[config.mk]
export PLATFORM = sky130hd
export DESIGN_NAME = regfile_wb_arbiter_flat
export DESIGN_NICKNAME = d
export VERILOG_FILES = /design/src/rtl/regfile_wb_arbiter_if.sv /design/src/rtl/regfile_wb_arbiter.sv /design/src/flat_wrapper.sv
export SDC_FILE = /design/constraint.sdc
export NUM_CORES = 1
export LEC_CHECK = 0
export BUFFER_PORTS_ARGS = -buffer_cell sky130_fd_sc_hd__buf_2
export CORE_MARGIN = 1.5
export CORE_UTILIZATION = 35
export CTS_BUF_LIST = sky130_fd_sc_hd__clkbuf_2 sky130_fd_sc_hd__clkbuf_4 sky130_fd_sc_hd__clkbuf_8
export DETAILED_ROUTE_END_ITERATION = 12
export HOLD_SLACK_MARGIN = 0.12
export PLACE_DENSITY = 0.64
export SETUP_SLACK_MARGIN = 0.05
export SLEW_MARGIN = 20
export SYNTH_ARGS = -nofsm -noshare
export SYNTH_HDL_FRONTEND = slang
export SYNTH_SLANG_ARGS = --single-unit
[constraint.sdc]
create_clock -name clk -period 2 [get_ports clk]
set_input_delay 0.2 -clock clk [delete_from_list [all_inputs] [get_ports clk]]
set_output_delay 0.2 -clock clk [all_outputs]
set_load 0.05 [all_outputs]
[src/rtl/regfile_wb_arbiter_if.sv]
// Write-back bus between the two result producers, decode, and the regfile write port.
// master = requesters/decode/regfile side, slave = regfile_wb_arbiter.
interface regfile_wb_arbiter_if #(
    parameter int REG_ADDR_W = 5,
    parameter int DATA_W     = 32
);
    logic                  req0_valid;
    logic                  req0_ready;
    logic [REG_ADDR_W-1:0] req0_addr;
    logic [DATA_W-1:0]     req0_data;
    logic                  req1_valid;
    logic                  req1_ready;
    logic [REG_ADDR_W-1:0] req1_addr;
    logic [DATA_W-1:0]     req1_data;
    logic                  rsv_valid;
    logic [REG_ADDR_W-1:0] rsv_addr;
    logic                  flush;
    logic [REG_ADDR_W-1:0] chk1_addr;
    logic                  chk1_busy;
    logic [REG_ADDR_W-1:0] chk2_addr;
    logic                  chk2_busy;
    logic                  we;
    logic [REG_ADDR_W-1:0] waddr;
    logic [DATA_W-1:0]     wdata;

    modport master (
        output req0_valid, req0_addr, req0_data,
        output req1_valid, req1_addr, req1_data,
        output rsv_valid, rsv_addr, flush, chk1_addr, chk2_addr,
        input  req0_ready, req1_ready, chk1_busy, chk2_busy, we, waddr, wdata
    );

    modport slave (
        input  req0_valid, req0_addr, req0_data,
        input  req1_valid, req1_addr, req1_data,
        input  rsv_valid, rsv_addr, flush, chk1_addr, chk2_addr,
        output req0_ready, req1_ready, chk1_busy, chk2_busy, we, waddr, wdata
    );
endinterface

[src/rtl/regfile_wb_arbiter.sv]
// Round-robin owner of the regfile write port with a registered write stage
// and a pending-write scoreboard used by decode for RAW stalls.
module regfile_wb_arbiter #(
    parameter int REG_NUM    = 32,
    parameter int REG_ADDR_W = 5,
    parameter int DATA_W     = 32
) (
    input  logic                 clk,
    input  logic                 rst,
    regfile_wb_arbiter_if.slave  bus
);

    logic                  rr_p0;
    logic                  gnt0;
    logic                  gnt1;
    logic                  wr_nxt;
    logic                  we_p1;
    logic [REG_ADDR_W-1:0] waddr_p1;
    logic [DATA_W-1:0]     wdata_p1;
    logic [REG_NUM-1:0]    pending;
    logic [REG_NUM-1:0]    pend_nxt;

    always_comb begin
        gnt0   = bus.req0_valid && (!bus.req1_valid || !rr_p0);
        gnt1   = bus.req1_valid && (!bus.req0_valid ||  rr_p0);
        // addr 0 transfers are accepted but never reach the regfile
        wr_nxt = (gnt0 && (bus.req0_addr != '0)) || (gnt1 && (bus.req1_addr != '0));
    end

    always_comb begin
        pend_nxt = pending;
        if (we_p1)
            pend_nxt[waddr_p1] = 1'b0;
        if (bus.flush)
            pend_nxt = '0;
        else if (bus.rsv_valid && (bus.rsv_addr != '0))
            pend_nxt[bus.rsv_addr] = 1'b1;
        pend_nxt[0] = 1'b0;
    end

    // ---- grant stage -> registered write stage ----
    always_ff @(posedge clk or negedge rst) begin
        if (!rst) begin
            rr_p0    <= 1'b0;
            we_p1    <= 1'b0;
            waddr_p1 <= '0;
            wdata_p1 <= '0;
            pending  <= '0;
        end else begin
            if (gnt0 || gnt1)
                rr_p0 <= gnt0;
            we_p1   <= wr_nxt;
            pending <= pend_nxt;
            if (wr_nxt) begin
                waddr_p1 <= gnt0 ? bus.req0_addr : bus.req1_addr;
                wdata_p1 <= gnt0 ? bus.req0_data : bus.req1_data;
            end
        end
    end

    // Ready is gated by reset so it drops immediately, without waiting for a clock.
    // A register being written this cycle is forwarded, so it never stalls.
    always_comb begin
        bus.req0_ready = rst && gnt0;
        bus.req1_ready = rst && gnt1;
        bus.we         = we_p1;
        bus.waddr      = waddr_p1;
        bus.wdata      = wdata_p1;
        bus.chk1_busy  = rst && pending[bus.chk1_addr] && !(we_p1 && (waddr_p1 == bus.chk1_addr));
        bus.chk2_busy  = rst && pending[bus.chk2_addr] && !(we_p1 && (waddr_p1 == bus.chk2_addr));
    end

endmodule

[src/flat_wrapper.sv]
// flat-port wrapper written by rule: the top's interface ports become plain ports
module regfile_wb_arbiter_flat 
#(
    parameter int REG_NUM    = 32,
    parameter int REG_ADDR_W = 5,
    parameter int DATA_W     = 32
)
  (clk, rst, bus_req0_valid, bus_req0_addr, bus_req0_data, bus_req1_valid, bus_req1_addr, bus_req1_data, bus_rsv_valid, bus_rsv_addr, bus_flush, bus_chk1_addr, bus_chk2_addr, bus_req0_ready, bus_req1_ready, bus_chk1_busy, bus_chk2_busy, bus_we, bus_waddr, bus_wdata);
  regfile_wb_arbiter_if #(.REG_ADDR_W(REG_ADDR_W), .DATA_W(DATA_W)) bus_i ();
  input  logic clk;
  input  logic rst;
  input wire logic [$bits(bus_i.req0_valid)-1:0] bus_req0_valid;
  input wire logic [$bits(bus_i.req0_addr)-1:0] bus_req0_addr;
  input wire logic [$bits(bus_i.req0_data)-1:0] bus_req0_data;
  input wire logic [$bits(bus_i.req1_valid)-1:0] bus_req1_valid;
  input wire logic [$bits(bus_i.req1_addr)-1:0] bus_req1_addr;
  input wire logic [$bits(bus_i.req1_data)-1:0] bus_req1_data;
  input wire logic [$bits(bus_i.rsv_valid)-1:0] bus_rsv_valid;
  input wire logic [$bits(bus_i.rsv_addr)-1:0] bus_rsv_addr;
  input wire logic [$bits(bus_i.flush)-1:0] bus_flush;
  input wire logic [$bits(bus_i.chk1_addr)-1:0] bus_chk1_addr;
  input wire logic [$bits(bus_i.chk2_addr)-1:0] bus_chk2_addr;
  output wire logic [$bits(bus_i.req0_ready)-1:0] bus_req0_ready;
  output wire logic [$bits(bus_i.req1_ready)-1:0] bus_req1_ready;
  output wire logic [$bits(bus_i.chk1_busy)-1:0] bus_chk1_busy;
  output wire logic [$bits(bus_i.chk2_busy)-1:0] bus_chk2_busy;
  output wire logic [$bits(bus_i.we)-1:0] bus_we;
  output wire logic [$bits(bus_i.waddr)-1:0] bus_waddr;
  output wire logic [$bits(bus_i.wdata)-1:0] bus_wdata;
  assign bus_i.req0_valid = bus_req0_valid;
  assign bus_i.req0_addr = bus_req0_addr;
  assign bus_i.req0_data = bus_req0_data;
  assign bus_i.req1_valid = bus_req1_valid;
  assign bus_i.req1_addr = bus_req1_addr;
  assign bus_i.req1_data = bus_req1_data;
  assign bus_i.rsv_valid = bus_rsv_valid;
  assign bus_i.rsv_addr = bus_rsv_addr;
  assign bus_i.flush = bus_flush;
  assign bus_i.chk1_addr = bus_chk1_addr;
  assign bus_i.chk2_addr = bus_chk2_addr;
  assign bus_req0_ready = bus_i.req0_ready;
  assign bus_req1_ready = bus_i.req1_ready;
  assign bus_chk1_busy = bus_i.chk1_busy;
  assign bus_chk2_busy = bus_i.chk2_busy;
  assign bus_we = bus_i.we;
  assign bus_waddr = bus_i.waddr;
  assign bus_wdata = bus_i.wdata;
  regfile_wb_arbiter #(.REG_NUM(REG_NUM), .REG_ADDR_W(REG_ADDR_W), .DATA_W(DATA_W)) u_core (.clk(clk), .rst(rst), .bus(bus_i));
endmodule
Yosys cells after proc, flatten, opt, wreduce, memory -nomap -nowiden
Index checks and enable logic that the tools add are counted.
{ "totals": {"register_bits": 70, "input_bits": 95, "wordCells": 56, "out_inout_bits": 42} }
{ "classes": {"eq_ne": 2, "bitwise_logic": 3, "n_mux": 13, "n_reduce_logical": 27, "order_cmp": 6} }
{ "ops": {"columns": ["cell", "n"], "rows": [
  ["32-bit 2-to-1 mux", 4],
  ["32-bit bitwise AND", 1],
  ["32-bit NOT", 1],
  ["32-bit bitwise OR", 1],
  ["5-bit by 6-bit less-than comparator with 1-bit output, second input constant", 4],
  ["1-bit logical AND", 15],
  ["5-bit nonzero test", 3],
  ["1-bit binary-select mux with 5-bit select", 2],
  ["1-bit demux with 5-bit select", 2],
  ["5-bit == test", 2],
  ["5-bit by 1-bit greater-or-equal comparator with 1-bit output, second input constant", 2],
  ["1-bit logical NOT", 5],
  ["5-bit 2-to-1 mux", 1],
  ["1-bit logical OR", 4],
  ["1-bit 2-to-1 mux", 4]
]} }

Longest topological paths before layout
Gate-level depths: netlist (run 1).
{ "logic_depth": {"depth_word": 10, "mapped_depth": 6, "mapped_depth_nobuf": 4} }

Least setup slack after synthesis (run 1)
OpenSTA, ideal clock, no wires.
{ "synth_timing": {"path_type": "register to output", "startpoint": "reg u_core.waddr_p1[4] (netlist: u_core.bus.waddr[4])", "endpoint": "out bus_chk1_busy", "t_arrival_ps": 2723, "required_time_ps": 1800, "n_path_buf": 1, "setup_slack_ps": -923, "path_stages_with_launch": 6, "cell_sequence": "dfrtp_1 -> clkbuf_1 -> xnor2_1 -> nand4_1 -> o21ai_0 -> nor4_1"} }
{ "synth_via": {"elab_chain_cells": 4} }
{ "synth_rtl": {"columns": ["item", "line_no", "text"], "rows": [
  ["start, declared", "regfile_wb_arbiter.sv:18", "logic [REG_ADDR_W-1:0] waddr_p1;"],
  ["start signal, assigned", "regfile_wb_arbiter.sv:55", "waddr_p1 <= gnt0 ? bus.req0_addr : bus.req1_addr;"],
  ["5-bit == test", "regfile_wb_arbiter.sv:69", "bus.chk1_busy = rst && pending[bus.chk1_addr] && !(we_p1 && (waddr_p1 == bus.chk1_addr));"],
  ["1-bit logical AND", "regfile_wb_arbiter.sv:69", null],
  ["1-bit logical NOT", "regfile_wb_arbiter.sv:69", null],
  ["1-bit logical AND", "regfile_wb_arbiter.sv:69", null],
  ["end, declared", "flat_wrapper.sv:25", "output wire logic [$bits(bus_i.chk1_busy)-1:0] bus_chk1_busy;"]
]} }
No other way between the ends.

Worst setup path after layout (run 1)
{ "layout_timing": {"startpoint": "reg u_core.pending[31]", "endpoint": "out bus_chk1_busy"} }
{ "layout_via": {"elab_chain_cells": 4} }
{ "layout_rtl": {"columns": ["item", "line_no", "text"], "rows": [
  ["start, declared", "regfile_wb_arbiter.sv:20", "logic [REG_NUM-1:0] pending;"],
  ["start signal, assigned", "regfile_wb_arbiter.sv:53", "pending <= pend_nxt;"],
  ["1-bit binary-select mux with 5-bit select", "regfile_wb_arbiter.sv:69", null],
  ["1-bit 2-to-1 mux (implied by the code)", "regfile_wb_arbiter.sv:69", null],
  ["1-bit logical AND (2 in a row)", "regfile_wb_arbiter.sv:69", null]
]} }
No other way between the ends. The select of a mux whose other input is x is not followed.

==> results of run 1 <==
final timing paths:
path,end,slack (ns),from
max,bus_chk1_busy,-0.26,u_core.pending[31]$_DFF_PN0_
min,u_core.rr_p0$_DFFE_PN0P_,0.13,bus_req0_valid
max reg2reg,u_core.bus.wdata[30]$_DFFE_PN0P_,0.23,u_core.rr_p0$_DFFE_PN0P_
min reg2reg,u_core.bus.wdata[29]$_DFFE_PN0P_,0.51,u_core.bus.wdata[29]$_DFFE_PN0P_
max in group asynchronous,u_core.bus.wdata[23]$_DFFE_PN0P_,1.11,rst
min in group asynchronous,u_core.bus.wdata[27]$_DFFE_PN0P_,0.25,rst
sequential cells by signal, indices dropped and copies added (netlist names):
| signal | cells |
|---|---|
| u_core.bus.wdata | 32 |
| u_core.pending | 31 |
| u_core.bus.waddr | 5 |
| u_core.bus.we | 1 |
| u_core.rr_p0 | 1 |
power breakdown:
part / total [mW] / internal (mW) / switching, mW
sequential: 1.69 / 1.57 / 0.127
clock: 1.20 / 0.599 / 0.598
combinational: 1.58 / 0.585 / 0.992
total: 4.47 / 2.75 / 1.72
tightest hold or removal path, cell delays in order:
cell,delay (ns)
sky130_fd_sc_hd__buf_2,0.11
sky130_fd_sc_hd__nor2_1,0.09
sky130_fd_sc_hd__a21oi_1,0.05
layout by cell type, fill, tap and decap left out, drive strengths merged:
| cell | instances |
|---|---|
| a2111oi | 2 |
| a21boi | 1 |
| a21oi | 32 |
| a221o | 2 |
| a22o | 2 |
| a22oi | 2 |
| a311oi | 4 |
| and2 | 3 |
| and3 | 2 |
| and3b | 3 |
| buf | 159 |
| bufinv | 1 |
| clkbuf | 11 |
| clkinvlp | 3 |
| dfrtp | 70 |
| dlygate4sd3 | 2 |
| inv | 8 |
| mux2 | 76 |
| mux2i | 8 |
| mux4 | 10 |
| nand2 | 37 |
| nand2b | 2 |
| nand3 | 4 |
| nand3b | 7 |
| nand4 | 2 |
| nor2 | 9 |
| nor2b | 6 |
| nor3 | 1 |
| nor3b | 4 |
| nor4 | 2 |
| o21ai | 36 |
| or3 | 1 |
| or3b | 2 |
| or4 | 2 |
| xnor2 | 10 |
through the flow:
| step | TNS [ns] | power, mW |
|---|---|---|
| 3_5_place_dp | -0.09055 | 3.265 |
| 6_report | -0.4617 | 4.468 |
| 4_1_cts | -0.4353 | 4.490 |
| 3_3_place_gp | -0.1903 | 3.242 |
| 2_1_floorplan | 0 | 2.784 |
| 5_1_grt | -0.6133 | 4.677 |
timing repair:
item,in CTS,in global routing
gates resized for setup,10,3
setup endpoints to repair,3,3
buffers inserted,1,1
endpoints found under the hold margin,71,0
cloned,0,1
hold buffers,2,0
pin swaps,7,2
synth_stat cells:
| library cell | number | area [um2] |
|---|---|---|
| sky130_fd_sc_hd__mux2_4 | 19 | 285.3 |
| sky130_fd_sc_hd__mux2i_1 | 8 | 80.08 |
| sky130_fd_sc_hd__a22oi_1 | 2 | 15.01 |
| sky130_fd_sc_hd__nand2b_1 | 2 | 12.51 |
| sky130_fd_sc_hd__a221o_1 | 2 | 20.02 |
| sky130_fd_sc_hd__nor4_1 | 2 | 12.51 |
| sky130_fd_sc_hd__buf_2 | 8 | 40.04 |
| sky130_fd_sc_hd__a22o_1 | 2 | 17.52 |
| sky130_fd_sc_hd__or3_1 | 1 | 6.260 |
| sky130_fd_sc_hd__or4_1 | 2 | 15.01 |
| sky130_fd_sc_hd__o21ai_1 | 2 | 10.01 |
| sky130_fd_sc_hd__nand2_1 | 37 | 138.9 |
| sky130_fd_sc_hd__a21oi_1 | 32 | 160.2 |
| sky130_fd_sc_hd__a2111oi_0 | 2 | 17.52 |
| sky130_fd_sc_hd__a311oi_1 | 4 | 35.03 |
| sky130_fd_sc_hd__and3b_1 | 3 | 26.28 |
| sky130_fd_sc_hd__dfrtp_1 | 70 | 1752 |
| sky130_fd_sc_hd__or3b_2 | 2 | 17.52 |
| sky130_fd_sc_hd__nor2_1 | 9 | 33.78 |
| sky130_fd_sc_hd__mux4_2 | 10 | 225.2 |
| sky130_fd_sc_hd__a21boi_0 | 1 | 7.510 |
| sky130_fd_sc_hd__mux2_2 | 57 | 641.9 |
| sky130_fd_sc_hd__inv_1 | 6 | 22.52 |
| sky130_fd_sc_hd__xnor2_1 | 10 | 87.58 |
| sky130_fd_sc_hd__nor2b_1 | 6 | 37.54 |
| sky130_fd_sc_hd__and3_1 | 2 | 12.51 |
| sky130_fd_sc_hd__nand3_1 | 4 | 20.02 |
| sky130_fd_sc_hd__nor3b_1 | 4 | 30.03 |
| sky130_fd_sc_hd__buf_6 | 3 | 33.78 |
| sky130_fd_sc_hd__o21ai_0 | 34 | 170.2 |
| sky130_fd_sc_hd__nor3_1 | 1 | 5.000 |
| sky130_fd_sc_hd__nand3b_1 | 7 | 52.55 |
| sky130_fd_sc_hd__clkbuf_1 | 13 | 48.80 |
| sky130_fd_sc_hd__and2_1 | 3 | 18.77 |
| sky130_fd_sc_hd__nand4_1 | 2 | 12.51 |
cells by family (layout without fill, tap and decap cells):
logic type | after synthesis | count (layout)
AO/OA/AOI/OAI | 81 | 81
XOR/XNOR | 10 | 10
buffers and inverters | 30 | 184
flip-flops | 70 | 70
multiplexers | 94 | 94
AND/OR/NAND/NOR | 87 | 87
per-layer routing:
| metal | GRT usage (%) | up-vias |
|---|---|---|
| li1 | - | 1655 |
| met1 | 24.83 | 1778 |
| met2 | 31.37 | 122 |
| met3 | 3.702 | 19 |
| met4 | 8.945 | 0 |
| met5 | 0 | - |
area by class of cell:
type | instances | share of cell area (%)
timing repair buffer | 162 | 17.53
multi-input combinational | 272 | 42.83
inverter | 6 | 0.4136
clock inverter | 6 | 1.287
sequential | 70 | 32.24
clock buffer | 10 | 2.413
tap | 143 | 3.286
==> results.py, run 1 <==
metrics = {
    "critical_path": {
        "cp_cell_sequence": "mux4_2 -> a2111oi_4 -> buf_4 -> nor4_4 -> buf_6",
        "critical_path_required_ns": 1.80,
        "timing.critical_path.fanout_max": 3,
        "worst-path-stages": 5,
        "dominant_delay_contributor_by_cell_family_on_the_critical_path": "multiplexers",
        "path_buf_inv": 2,
        "worst-setup-path-type": "flip-flop to output pin",
        "worst_ep_arrival_time_ns": 2.06,
        "critical_path.max_stage_delay_ns": 0.53,
        "crit_path_start_kind": "flip-flop",
        "end_kind": "output pin",
        "critical_path.slowest_cell": "sky130_fd_sc_hd__mux4_2",
        "worst_r2r_path_depth": 6,
    },
    "drt": {
        "wire_length_after_detailed_routing_um": 11740,
        "met3_wirelength_um": 712,
        "first_pass_iters": 4,
        "uppermost_metal_layer_occupied_by_signal_nets": "met4",
        "wire_per_inst_um": 17.55,
        "vias": 3574,
        "met2_length_um": 5801,
        "wirelength_met1_um": 4979,
        "first_iter_violations": 182,
        "drt_drc_violations_left": 0,
        "vias_per_std_cell": 5.342,
        "ant_nets": 0,
    },
    "timing": {
        "final_hold_viol_count": 0,
        "finalWorstSetupSlack_ns": -0.2572,
        "rsz0062_at_grt": "yes",
        "slew_headroom_pct": 53.07,
        "timing.clock.skew_ns": 0.01261,
        "fmax_mhz": 443.0,
        "final_critical_path_required_period_ns": 2.257,
        "final_worst_path_period_share_pct": 112.9,
        "final_max_slew_viol_count": 0,
        "worst_hold_slack_ns": 0.1339,
        "setup_viol_count_final": 2,
        "worst-slew-pin-transition_ns": 0.7014,
    },
    "clock_network": {
        "htree_depth": 3,
        "worst_setup_hold_path_clk_slew_ns": 0.09,
        "insertion_delay_ns": 0.35,
        "max-clock-path-buffers": 2,
        "clock_tree_from_tritoncts": "built",
        "numCtsBuffers": 9,
        "cts-root-buf": "sky130_fd_sc_hd__clkbuf_8",
        "cts_sinks": 70,
    },
    "outcome": {
        "violations": "negative setup slack",
        "status": "finished, violations left",
    },
    "logic_synthesis": {
        "yosys_register_bits": 70,
        "yosys_warnings": 0,
        "synth-compound-area-share_pct": 10.99,
        "synth.lib_cells_used.distinct": 35,
        "synth_area_mm2": 0.004121,
        "syn-num-nets": 467,
        "yosys.area_share.xor_xnor_pct": 2.125,
        "synth-adder-area-share_pct": 0,
        "post_synth_simple_gate_area_pct": 10.96,
        "combinational_family_with_the_most_area_after_synthesis": "multiplexers",
        "synth.mux.area_fraction_pct": 29.90,
        "synth_cells": 372,
        "average_footprint_of_a_synthesized_cell_um2": 11.08,
        "synth.yosys.seq_area_share_pct": 42.50,
    },
    "hold_path": {
        "timing.hold.worst_path_depth": 3,
        "holdCritPathClass": "primary input to flip-flop",
    },
    "floorplanning": {
        "die_h_um": 111.5,
        "start_util_pct": 35.94,
        "die_width_um": 111.5,
        "rows": 39,
        "die_area_mm2": 0.01244,
        "io_pins": 137,
        "core_area_mm2": 0.01147,
    },
    "finish": {
        "final.fill_count": 1068,
        "multi_input_area_mm2": 0.002332,
        "num_antenna_cells": 0,
        "final-seq-area_mm2": 0.001755,
        "fin_util_pct": 47.49,
        "post_route_cells_drive_above_1_share_pct": 52.28,
        "finalNetCount": 616,
        "stdcell_area_mm2": 0.005445,
        "area_growth_syn_to_layout_pct": 32.12,
        "layout.cells.non_filler": 669,
    },
    "power_and_ir_drop": {
        "vdd.ir_drop.worst_uv": 406.2,
        "powerDensity_mw_per_mm2": 820.6,
        "power.leakage_nw": 2.450,
    },
    "placement": {
        "detailedPlace.worstSlack_ns": -0.09055,
        "count_of_input_and_output_buffers": 136,
        "detailedPlacementHpwl_um": 8557,
        "placed_cell_area_mm2": 0.005112,
        "final_estimated_routing_congestion_in_global_placement": 0.8854,
        "placed_cell_count": 648,
    },
    "global_routing": {
        "first_global_vias": 3695,
        "grt_first_pass_wirelength_um": 18940,
        "grt_overflow": 0,
        "antenna_violations_before_repair": 0,
        "pin_count_of_the_biggest_net_entering_global_routing": 39,
        "groute.usage.overall_pct": 19.24,
    },
    "flow_run": {
        "cap_viol_max_count": 0,
    },
}
No activity file was read; power rests on OpenSTA's default activity.
==> run 2, diff against run 1 <==
--- a/config.mk
+++ b/config.mk
@@ -5,13 +5,14 @@
 export SDC_FILE = /design/constraint.sdc
 export NUM_CORES = 1
 export LEC_CHECK = 0
+export ABC_AREA = 1
 export BUFFER_PORTS_ARGS = -buffer_cell sky130_fd_sc_hd__buf_2
 export CORE_MARGIN = 1.5
 export CORE_UTILIZATION = 35
 export CTS_BUF_LIST = sky130_fd_sc_hd__clkbuf_2 sky130_fd_sc_hd__clkbuf_4 sky130_fd_sc_hd__clkbuf_8
 export DETAILED_ROUTE_END_ITERATION = 12
 export HOLD_SLACK_MARGIN = 0.12
-export PLACE_DENSITY = 0.64
+export PLACE_DENSITY = 0.63
 export SETUP_SLACK_MARGIN = 0.05
 export SLEW_MARGIN = 20
 export SYNTH_ARGS = -nofsm -noshare
==> results.py, run 2 <==
metrics = {
    "floorplanning": {
        "rows": 40,
        "die_area_mm2": 0.01304,
        "io_pins": 137,
        "die_width_um": 114.2,
        "core_area_mm2": 0.01206,
        "die_h_um": 114.2,
        "start_util_pct": 35.88,
    },
    "hold_path": {
        "holdCritPathClass": "primary input to flip-flop",
        "timing.hold.worst_path_depth": 5,
    },
    "logic_synthesis": {
        "synth_area_mm2": 0.004328,
        "yosys_warnings": 0,
        "netlist.area_leader.share_pct": 40.47,
        "synth_cells": 653,
        "leading_register_cell_type_out_of_synthesis": "sky130_fd_sc_hd__dfrtp_1",
        "syn-num-nets": 748,
        "synth.lib_cells_used.distinct": 24,
        "yosys-top-cells-area": "sky130_fd_sc_hd__dfrtp_1 (40%), sky130_fd_sc_hd__nand2_1 (24%), sky130_fd_sc_hd__nand3_1 (10%)",
        "synth_cell_count_leaders": "sky130_fd_sc_hd__nand2_1 (277), sky130_fd_sc_hd__nand3_1 (88), sky130_fd_sc_hd__dfrtp_1 (70), sky130_fd_sc_hd__inv_1 (53), sky130_fd_sc_hd__o21ai_0 (43)",
        "netlist.top_cell.by_area": "sky130_fd_sc_hd__dfrtp_1",
        "yosys_register_bits": 70,
        "synth.yosys.seq_area_share_pct": 40.47,
        "average_footprint_of_a_synthesized_cell_um2": 6.628,
        "async_reset_ff_share_pct": 100.0,
        "synth_most_common_cell": "sky130_fd_sc_hd__nand2_1",
        "number_of_flops_mapped_to_enable_cells_by_yosys": 0,
    },
    "drt": {
        "ant_nets": 0,
        "vias": 4741,
        "wire_length_after_detailed_routing_um": 13570,
        "vias_per_std_cell": 4.883,
        "uppermost_metal_layer_occupied_by_signal_nets": "met4",
        "met2_length_um": 6297,
        "first_iter_violations": 369,
        "wire_per_inst_um": 13.98,
        "wirelength_met1_um": 6061,
        "drt_drc_violations_left": 0,
        "first_pass_iters": 5,
        "met3_wirelength_um": 906,
    },
    "critical_path": {
        "crit_path_start_kind": "flip-flop",
        "worst_r2r_path_depth": 9,
        "worst-setup-path-type": "flip-flop to output pin",
        "end_kind": "output pin",
        "critical_path_required_ns": 1.80,
        "timing.critical_path.fanout_max": 7,
        "worst_ep_arrival_time_ns": 1.65,
    },
    "clock_network": {
        "worst_setup_hold_path_clk_slew_ns": 0.08,
        "numCtsBuffers": 9,
        "max-clock-path-buffers": 2,
        "cts-root-buf": "sky130_fd_sc_hd__clkbuf_8",
        "clock_tree_from_tritoncts": "built",
        "insertion_delay_ns": 0.35,
        "htree_depth": 3,
        "cts_sinks": 70,
    },
    "finish": {
        "final.fill_count": 1260,
        "post_route_cells_drive_above_1_share_pct": 24.41,
        "layout_commonest_cell": "sky130_fd_sc_hd__nand2_1",
        "fin_util_pct": 45.67,
        "layout.cells.non_filler": 971,
        "stdcell_area_mm2": 0.005509,
        "largest_register_ffs": 32,
        "num_antenna_cells": 0,
        "finalNetCount": 893,
        "layout.cells.most_common_list": "sky130_fd_sc_hd__nand2_1 (277), sky130_fd_sc_hd__buf_2 (134), sky130_fd_sc_hd__nand3_1 (88), sky130_fd_sc_hd__dfrtp_1 (66), sky130_fd_sc_hd__inv_1 (48)",
        "area_growth_syn_to_layout_pct": 27.29,
    },
    "power_and_ir_drop": {
        "total_power_mw": 4.630,
        "combPwrFrac_pct": 37.3,
        "cellInternalPower_mw": 2.668,
        "sw_frac_of_total_pct": 42.36,
        "share_seq_of_total_power_pct": 36.9,
        "power.leakage_nw": 2.958,
        "vdd.ir_drop.worst_uv": 349.5,
        "pwr-share-clk_pct": 25.8,
        "switchingPower_mw": 1.961,
        "powerDensity_mw_per_mm2": 840.4,
    },
    "timing": {
        "totalNegativeSetupSlack_ns": 0,
        "rsz0062_at_grt": "yes",
        "worst-slew-pin-transition_ns": 0.7647,
        "final_max_slew_viol_count": 0,
        "final_hold_viol_count": 0,
        "slew_headroom_pct": 49.02,
        "final_worst_path_period_share_pct": 92.64,
        "timing.clock.skew_ns": 0.01128,
        "finalWorstSetupSlack_ns": 0.1473,
        "final_critical_path_required_period_ns": 1.853,
        "fmax_mhz": 539.8,
        "worst_hold_slack_ns": 0.1322,
        "setup_viol_count_final": 0,
    },
    "global_routing": {
        "grt_overflow": 0,
        "first_global_vias": 4450,
        "pin_count_of_the_biggest_net_entering_global_routing": 62,
        "antenna_violations_before_repair": 0,
        "groute.usage.overall_pct": 21.35,
        "grt_first_pass_wirelength_um": 22120,
    },
    "placement": {
        "detailedPlacementHpwl_um": 9822,
        "detailedPlace.worstSlack_ns": 0.2909,
        "count_of_input_and_output_buffers": 136,
        "final_estimated_routing_congestion_in_global_placement": 0.9437,
        "placed_cell_count": 937,
        "placed_cell_area_mm2": 0.005117,
    },
    "outcome": {
        "status": "finished clean",
    },
    "flow_run": {
        "cap_viol_max_count": 0,
    },
}
## run 2: cell types whose count changed after synthesis, moves of 11 or more
cell,previous run,this run
sky130_fd_sc_hd__mux2_4,19,0
sky130_fd_sc_hd__nand2_1,37,277
sky130_fd_sc_hd__nor2_1,9,26
sky130_fd_sc_hd__mux2_2,57,0
sky130_fd_sc_hd__buf_2,8,19
sky130_fd_sc_hd__nand3_1,4,88
sky130_fd_sc_hd__inv_1,6,53
## run 2: path summary, 6_finish.rpt
kind | startpoint | to | slack, ns
max reg2reg | u_core.rr_p0$_DFFE_PN0P_ | u_core.bus.wdata[18]$_DFFE_PN0P_ | 0.24
min in group asynchronous | rst | u_core.pending[23]$_DFF_PN0_ | 0.28
max | u_core.bus.waddr[3]$_DFFE_PN0P_ | bus_chk1_busy | 0.15
min reg2reg | u_core.bus.wdata[19]$_DFFE_PN0P_ | u_core.bus.wdata[19]$_DFFE_PN0P_ | 0.50
max in group asynchronous | rst | u_core.bus.waddr[3]$_DFFE_PN0P_ | 0.60
min | bus_req0_data[1] | u_core.bus.wdata[1]$_DFFE_PN0P_ | 0.13
## run 2: cell type report
cell class,count,area [um2],share of cell area (%)
clock buffer,10,137.6,2.498
clock inverter,6,68.82,1.249
inverter,54,212.7,3.861
multi-input combinational,499,2200,39.93
sequential,70,1757,31.89
tap,168,210.2,3.816
timing repair buffer,164,923.4,16.76
## run 2: kinds of logic after synthesis
logic type / after synthesis / synth area share, %
buf+inv: 84 / 8.875
xor+xnor: 1 / 0.2024
simple gates: 408 / 38.97
compound gates: 90 / 11.48
flops: 70 / 40.47
## run 2: worst max-delay path: stages (launching register included)
cell and delay (ns):
sky130_fd_sc_hd__dfrtp_2 0.48, sky130_fd_sc_hd__clkinvlp_4 0.19, sky130_fd_sc_hd__nor2_1 0.11, sky130_fd_sc_hd__nor3_1 0.05, sky130_fd_sc_hd__nand3_1 0.08, sky130_fd_sc_hd__nand2_1 0.05, sky130_fd_sc_hd__inv_1 0.05, sky130_fd_sc_hd__nand2_1 0.05
sky130_fd_sc_hd__nor2_2 0.09, sky130_fd_sc_hd__buf_6 0.16
## run 2: per-layer routing
layer	track usage, %	up-vias
met1	28.64	2163
li1	-	2380
met4	8.000	0
met2	34.22	174
met3	4.235	24
met5	0	-
## run 2: timing repair
item                                   4_1_cts  5_1_grt
gates resized for setup                      5       11
setup endpoints to repair                    2        3
buffers inserted                             1        9
cloned                                       0        0
pin swaps                                    0        0
endpoints found under the hold margin       15        0
hold buffers                                 8        0
## run 2: power by group through the flow
stage	clock network [mW]	logic (mW)	registers [mW]
final	1.19	1.73	1.71
after global placement	0	1.64	1.72
after CTS	1.21	1.66	1.71
after floorplan	0	0.636	2.24
after global routing	1.28	1.87	1.73
after detailed placement	0	1.64	1.72
